File: config.mk
export PLATFORM = sky130hd
export DESIGN_NAME = vrom_arbiter
export DESIGN_NICKNAME = d
export VERILOG_FILES = /design/src/rtl/vga_pkg.sv /design/src/rtl/rr_arb2.sv /design/src/rtl/vrom_arbiter.sv
export SDC_FILE = /design/constraint.sdc
export NUM_CORES = 1
export LEC_CHECK = 0
export CAP_MARGIN = 20
export CORE_ASPECT_RATIO = 0.7
export CORE_UTILIZATION = 38
export CTS_CLUSTER_DIAMETER = 50
export DETAILED_ROUTE_END_ITERATION = 10
export PLACE_DENSITY = 0.86
export SYNTH_ARGS = -nofsm -noshare
export SYNTH_HDL_FRONTEND = slang
export SYNTH_SLANG_ARGS = --single-unit
File: constraint.sdc
create_clock -name sysclk -period 1.6 [get_ports sysclk]
set_clock_uncertainty 0.2 [all_clocks]
set_input_delay 0.32 -clock sysclk [delete_from_list [all_inputs] [get_ports sysclk]]
set_output_delay 0.32 -clock sysclk [all_outputs]
set_load 0.01 [all_outputs]
File: src/rtl/vga_pkg.sv
// Shared definitions for the VGA image path: default widths and the owner tag
// used by the ROM arbiter, the GPUs and img_vrom.
package vga_pkg;

    localparam int VGA_ADDR_W = 8;
    localparam int VGA_IDX_W  = 3;
    localparam int VGA_DATA_W = 3;

    typedef enum logic {
        OWN_F2 = 1'b0,
        OWN_F3 = 1'b1
    } owner_e;

    // One in-flight ROM read: valid marks a real read, owner routes its data back.
    typedef struct packed {
        logic   valid;
        owner_e owner;
    } tag_t;

endpackage

File: src/rtl/rr_arb2.sv
// Two-input round-robin arbiter. The grant is combinational. The pointer names
// the requester that wins the next contention and moves only on an accept.
module rr_arb2
    import vga_pkg::*;
(
    input  logic       clk,
    input  logic       rst,
    input  logic [1:0] req,
    input  logic       accept,
    output logic [1:0] gnt
);

    owner_e ptr;

    always_comb begin
        gnt = 2'b00;
        if (!rst) begin
            if (req == 2'b11) begin
                gnt = (ptr == OWN_F2) ? 2'b01 : 2'b10;
            end else begin
                gnt = req;
            end
        end
    end

    // Priority passes to whichever side did not win the accept.
    always_ff @(posedge clk) begin
        if (rst) begin
            ptr <= OWN_F2;
        end else if (accept) begin
            ptr <= gnt[0] ? OWN_F3 : OWN_F2;
        end
    end

endmodule

File: src/rtl/vrom_arbiter.sv
// Shares the image ROM read port between the function-2 and function-3 GPUs.
// It issues reads round-robin and routes tagged ROM data back to the issuer.
module vrom_arbiter
    import vga_pkg::*;
#(
    parameter int ADDR_W  = VGA_ADDR_W,
    parameter int IDX_W   = VGA_IDX_W,
    parameter int DATA_W  = VGA_DATA_W,
    parameter int ROM_LAT = 1
) (
    input  logic                    sysclk,
    input  logic                    rst,
    input  logic                    f2_req,
    input  logic [ADDR_W-1:0]       f2_addr,
    input  logic [IDX_W-1:0]        f2_index,
    output logic                    f2_gnt,
    output logic                    f2_valid,
    output logic [DATA_W-1:0]       f2_data,
    input  logic                    f3_req,
    input  logic [ADDR_W-1:0]       f3_addr,
    input  logic [IDX_W-1:0]        f3_index,
    output logic                    f3_gnt,
    output logic                    f3_valid,
    output logic [DATA_W-1:0]       f3_data,
    output logic                    rom_en,
    output logic [IDX_W+ADDR_W-1:0] rom_addr,
    input  logic [DATA_W-1:0]       rom_data,
    output logic                    busy
);

    logic [1:0] req;
    logic [1:0] gnt;
    logic       accept;
    owner_e     issue_owner;
    tag_t       tag_pipe [ROM_LAT];
    tag_t       ret_tag;
    logic       tags_busy;

    assign req    = {f3_req, f2_req};
    assign f2_gnt = gnt[0];
    assign f3_gnt = gnt[1];
    assign accept = |(req & gnt);

    rr_arb2 u_arb (
        .clk    (sysclk),
        .rst    (rst),
        .req    (req),
        .accept (accept),
        .gnt    (gnt)
    );

    // Issue stage: the ROM strobe and address are registered on the accept edge.
    always_ff @(posedge sysclk) begin
        if (rst) begin
            rom_en      <= 1'b0;
            rom_addr    <= '0;
            issue_owner <= OWN_F2;
        end else begin
            rom_en <= accept;
            if (accept) begin
                rom_addr    <= gnt[1] ? {f3_index, f3_addr} : {f2_index, f2_addr};
                issue_owner <= gnt[1] ? OWN_F3 : OWN_F2;
            end
        end
    end

    // The tag pipe follows the issue stage, so its last stage lines up with rom_data.
    always_ff @(posedge sysclk) begin
        if (rst) begin
            for (int i = 0; i < ROM_LAT; i++) begin
                tag_pipe[i] <= '{valid: 1'b0, owner: OWN_F2};
            end
        end else begin
            tag_pipe[0] <= '{valid: rom_en, owner: issue_owner};
            for (int i = 1; i < ROM_LAT; i++) begin
                tag_pipe[i] <= tag_pipe[i-1];
            end
        end
    end

    assign ret_tag = tag_pipe[ROM_LAT-1];

    always_ff @(posedge sysclk) begin
        if (rst) begin
            f2_valid <= 1'b0;
            f3_valid <= 1'b0;
            f2_data  <= '0;
            f3_data  <= '0;
        end else begin
            f2_valid <= ret_tag.valid && (ret_tag.owner == OWN_F2);
            f3_valid <= ret_tag.valid && (ret_tag.owner == OWN_F3);
            if (ret_tag.valid && (ret_tag.owner == OWN_F2)) begin
                f2_data <= rom_data;
            end
            if (ret_tag.valid && (ret_tag.owner == OWN_F3)) begin
                f3_data <= rom_data;
            end
        end
    end

    always_comb begin
        tags_busy = 1'b0;
        for (int i = 0; i < ROM_LAT; i++) begin
            tags_busy = tags_busy | tag_pipe[i].valid;
        end
    end

    assign busy = rom_en | tags_busy | f2_valid | f3_valid;

endmodule
==> summary.md <==
| Metric | Value |
|---|---|
| PwrDens | `739.3 nW/um2` |
| Core Util, Final | `71.15%` |
| Fraction of layout cells with a size suffix above 1 | `22.50%` |
| Slowest CP cell | `or4_4` |
| PortBufs | `51` |
| Delay-heaviest family, CP | `simple AND/OR/NAND/NOR gates` |
| Total leakage power | `0.7555 nW` |
| Buf+Inv Stages, Crit Path | `1` |
| Worst-path clk slew | `0.12 ns` |
| Crit path max fanout | `2` |
| Detail Route Antenna Nets | `0` |
| Critical path class | `register to primary output` |
| Critical R2R Launch | `u_arb.ptr` |
| Commonest non-fill, non-tap cell in the layout | `clkdlybuf4s50_1` |
| Latest clock arrival within the worst-skew pair | `0.31 ns` |
| Dpl cell area | `1568 um2` |
| Post-Synthesis Cell Area | `957.2 um2` |
| Post-route setup TNS | `-0.2939 ns` |
| HP Class | `register to register` |
| Vias in the first global route | `1041` |
| Slowest stage delay, CP | `0.53 ns` |
| Avg WL per Cell | `15.19 um` |
| Overall Power | `1.189 mW` |
| Syn Inst Count | `97` |
| Ant. Diodes | `0` |
| Synth-to-Final Area Change | `67.97%` |
| Max_cap viols | `0` |
| Htree depth | `1` |
| Initial Utilization | `42.36%` |
| Clk sinks | `24` |
| Initial antenna violation count | `0` |
| Post-synthesis sequential area ratio | `50.20%` |
| Final-report max-slew violation count | `0` |
| Non-filler cells, final | `192` |
| Crit start category | `register` |
| Worst-Margin Slew | `0.7069 ns` |
| Max-slew headroom | `52.61%` |
| Storage element area | `485.5 um2` |
| Maximum vdd drop | `0.0005676 V` |
| CTS tree | `done` |
| Synth area leaders | `dfxtp_1, a221o_1, a2111oi_0` |
| Syn_nets | `126` |
| 1st-iter DRT viols | `36` |
| Pre-antenna DRT Iters | `4` |
| Critical Path AT | `1.33 ns` |
| Final worst path period share | `115.4%` |
| Multi-input logic area | `411.6 um2` |
| Worst setup slack after layout | `-0.2457 ns` |
| Top cell type's share of synthesized area | `50.20%` |
| Design area | `1608 um2` |
| Chip height | `43.99 um` |
| Num CTS Buffers | `3` |
| Chip width | `61.99 um` |
| Hold path start | `f3_data[1]` |
| Fillers | `173` |
| Cell taking the most area after synthesis | `dfxtp_1` |
| RSZ-0062 raised after global routing | `true` |
| CP required | `1.08 ns` |
| Drt drc | `0` |
| Syn Area/Cell | `9.868 um2` |
| Global-route wire length before repair | `4.733 mm` |
| Post-CTS Hold Buffers | `0` |
| Status | `finished, violations left` |
| Total congestion overflow | `0` |
| Final Hold Viols | `0` |
| Die area | `2727 um2` |
| # IOs | `52` |
| Synthesized flop and latch total | `24` |
| Synth unique cells | `22` |
| Gr usage total | `24.17%` |
| Row cnt | `14` |
| Detailed Route WL | `2.916 mm` |
| Largest net degree at the start of global routing | `13` |
| Vias per cell | `5.323` |
| CTS root buf | `clkbuf_4` |
| Endpoint class of the critical path | `primary output` |
| Violated checks | `negative setup slack` |
| Crit path cell chain | `or4_4 > buf_6` |
| Most frequent cells in the layout | `clkdlybuf4s50_1, dfxtp_1, dlygate4sd2_1` |
| Core area | `2260 um2` |
| Setup Viol. Count Final | `2` |
| Number of warning messages in the yosys log | `0` |
| Tmin final | `1.846 ns` |
| Hpwl dp | `2.129 mm` |
| Nets | `191` |
| CTS Buffer Depth | `2` |
| RD Place Congestion | `0.7558` |
| Placed insts | `186` |
| Critical Path Start | `f2_valid` |
| Max Clk Rate | `0.5418 GHz` |
| Via count | `1022` |
final cells by class:
class | instances | share of cell area (%)
Multi-Input combinational cell | 53 | 25.60
Clock buffer | 3 | 1.401
Inverter | 13 | 3.035
Timing Repair Buffer | 67 | 37.28
Sequential cell | 24 | 30.19
Tap cell | 32 | 2.490
routing by layer:
metal / vias up / part of all wire [%] / global-route usage [%]
met4: 0 / 1.7 / 8.889
met2: 39 / 47 / 40.43
met5: - / 0 / 0
li1: 487 / - / -
met3: 7 / 6.3 / 6.269
met1: 489 / 45 / 29.62
Yosys cell counts, drive strengths merged:
master	n
nor2b	2
clkbuf	3
a21oi	4
mux2i	3
and3	2
a221o	11
nand3	3
a31o	1
or4	1
a211oi	1
nand2b	3
nor3	1
nand2	4
a2111oi	11
nor2	5
dfxtp	24
buf	4
inv	13
nor3b	1
what timing repair did:
action,4_1_cts,5_1_grt
resized for setup,45,6
pin swaps,1,1
setup buffers,2,1
endpoints found under the setup margin,34,4
path summary, 6_finish.rpt:
path         cells past startpoint          end  slack, ns
max                              2         busy      -0.25
min                              2   f3_data[1]       0.26
max reg2reg                      4  rom_addr[2]       0.09
min reg2reg                      2   f3_data[1]       0.26
per-stage QoR:
stage          setup slack (ns)  hold WS (ns)
2_1_floorplan            0.1069        0.2387
3_3_place_gp            -0.7033        0.2431
3_5_place_dp            -0.8513        0.2446
4_1_cts                 -0.2521        0.2593
5_1_grt                 -0.2833        0.2803
6_report                -0.2457        0.2616
flip-flops by register name, summed over array words and instances (netlist names):
signal       cells
f2_data          3
f2_valid         1
f3_data          3
f3_valid         1
issue_owner      1
rom_addr        11
rom_en           1
tag_pipe         2
u_arb.ptr        1
where the power goes:
part	internal [mW]	switching, mW
logic	0.161	0.110
clock network	0.0882	0.174
registers	0.634	0.0219
total	0.883	0.305
logic make-up after synthesis:
kind of cell / Yosys count / synth area share, %
AND/OR/NAND/NOR: 22 / 12.29
AO/OA/AOI/OAI: 28 / 25.36
flip-flops: 24 / 50.20
multiplexers: 3 / 3.137
buffers and inverters: 20 / 9.019
tightest hold or removal path: cells and delay by family (launching register included):
kind	cells	cell delay, ns
compound gates	1	0.05
flops	1	0.33
simple gates	1	0.05
(Power assumes the default switching activity.)
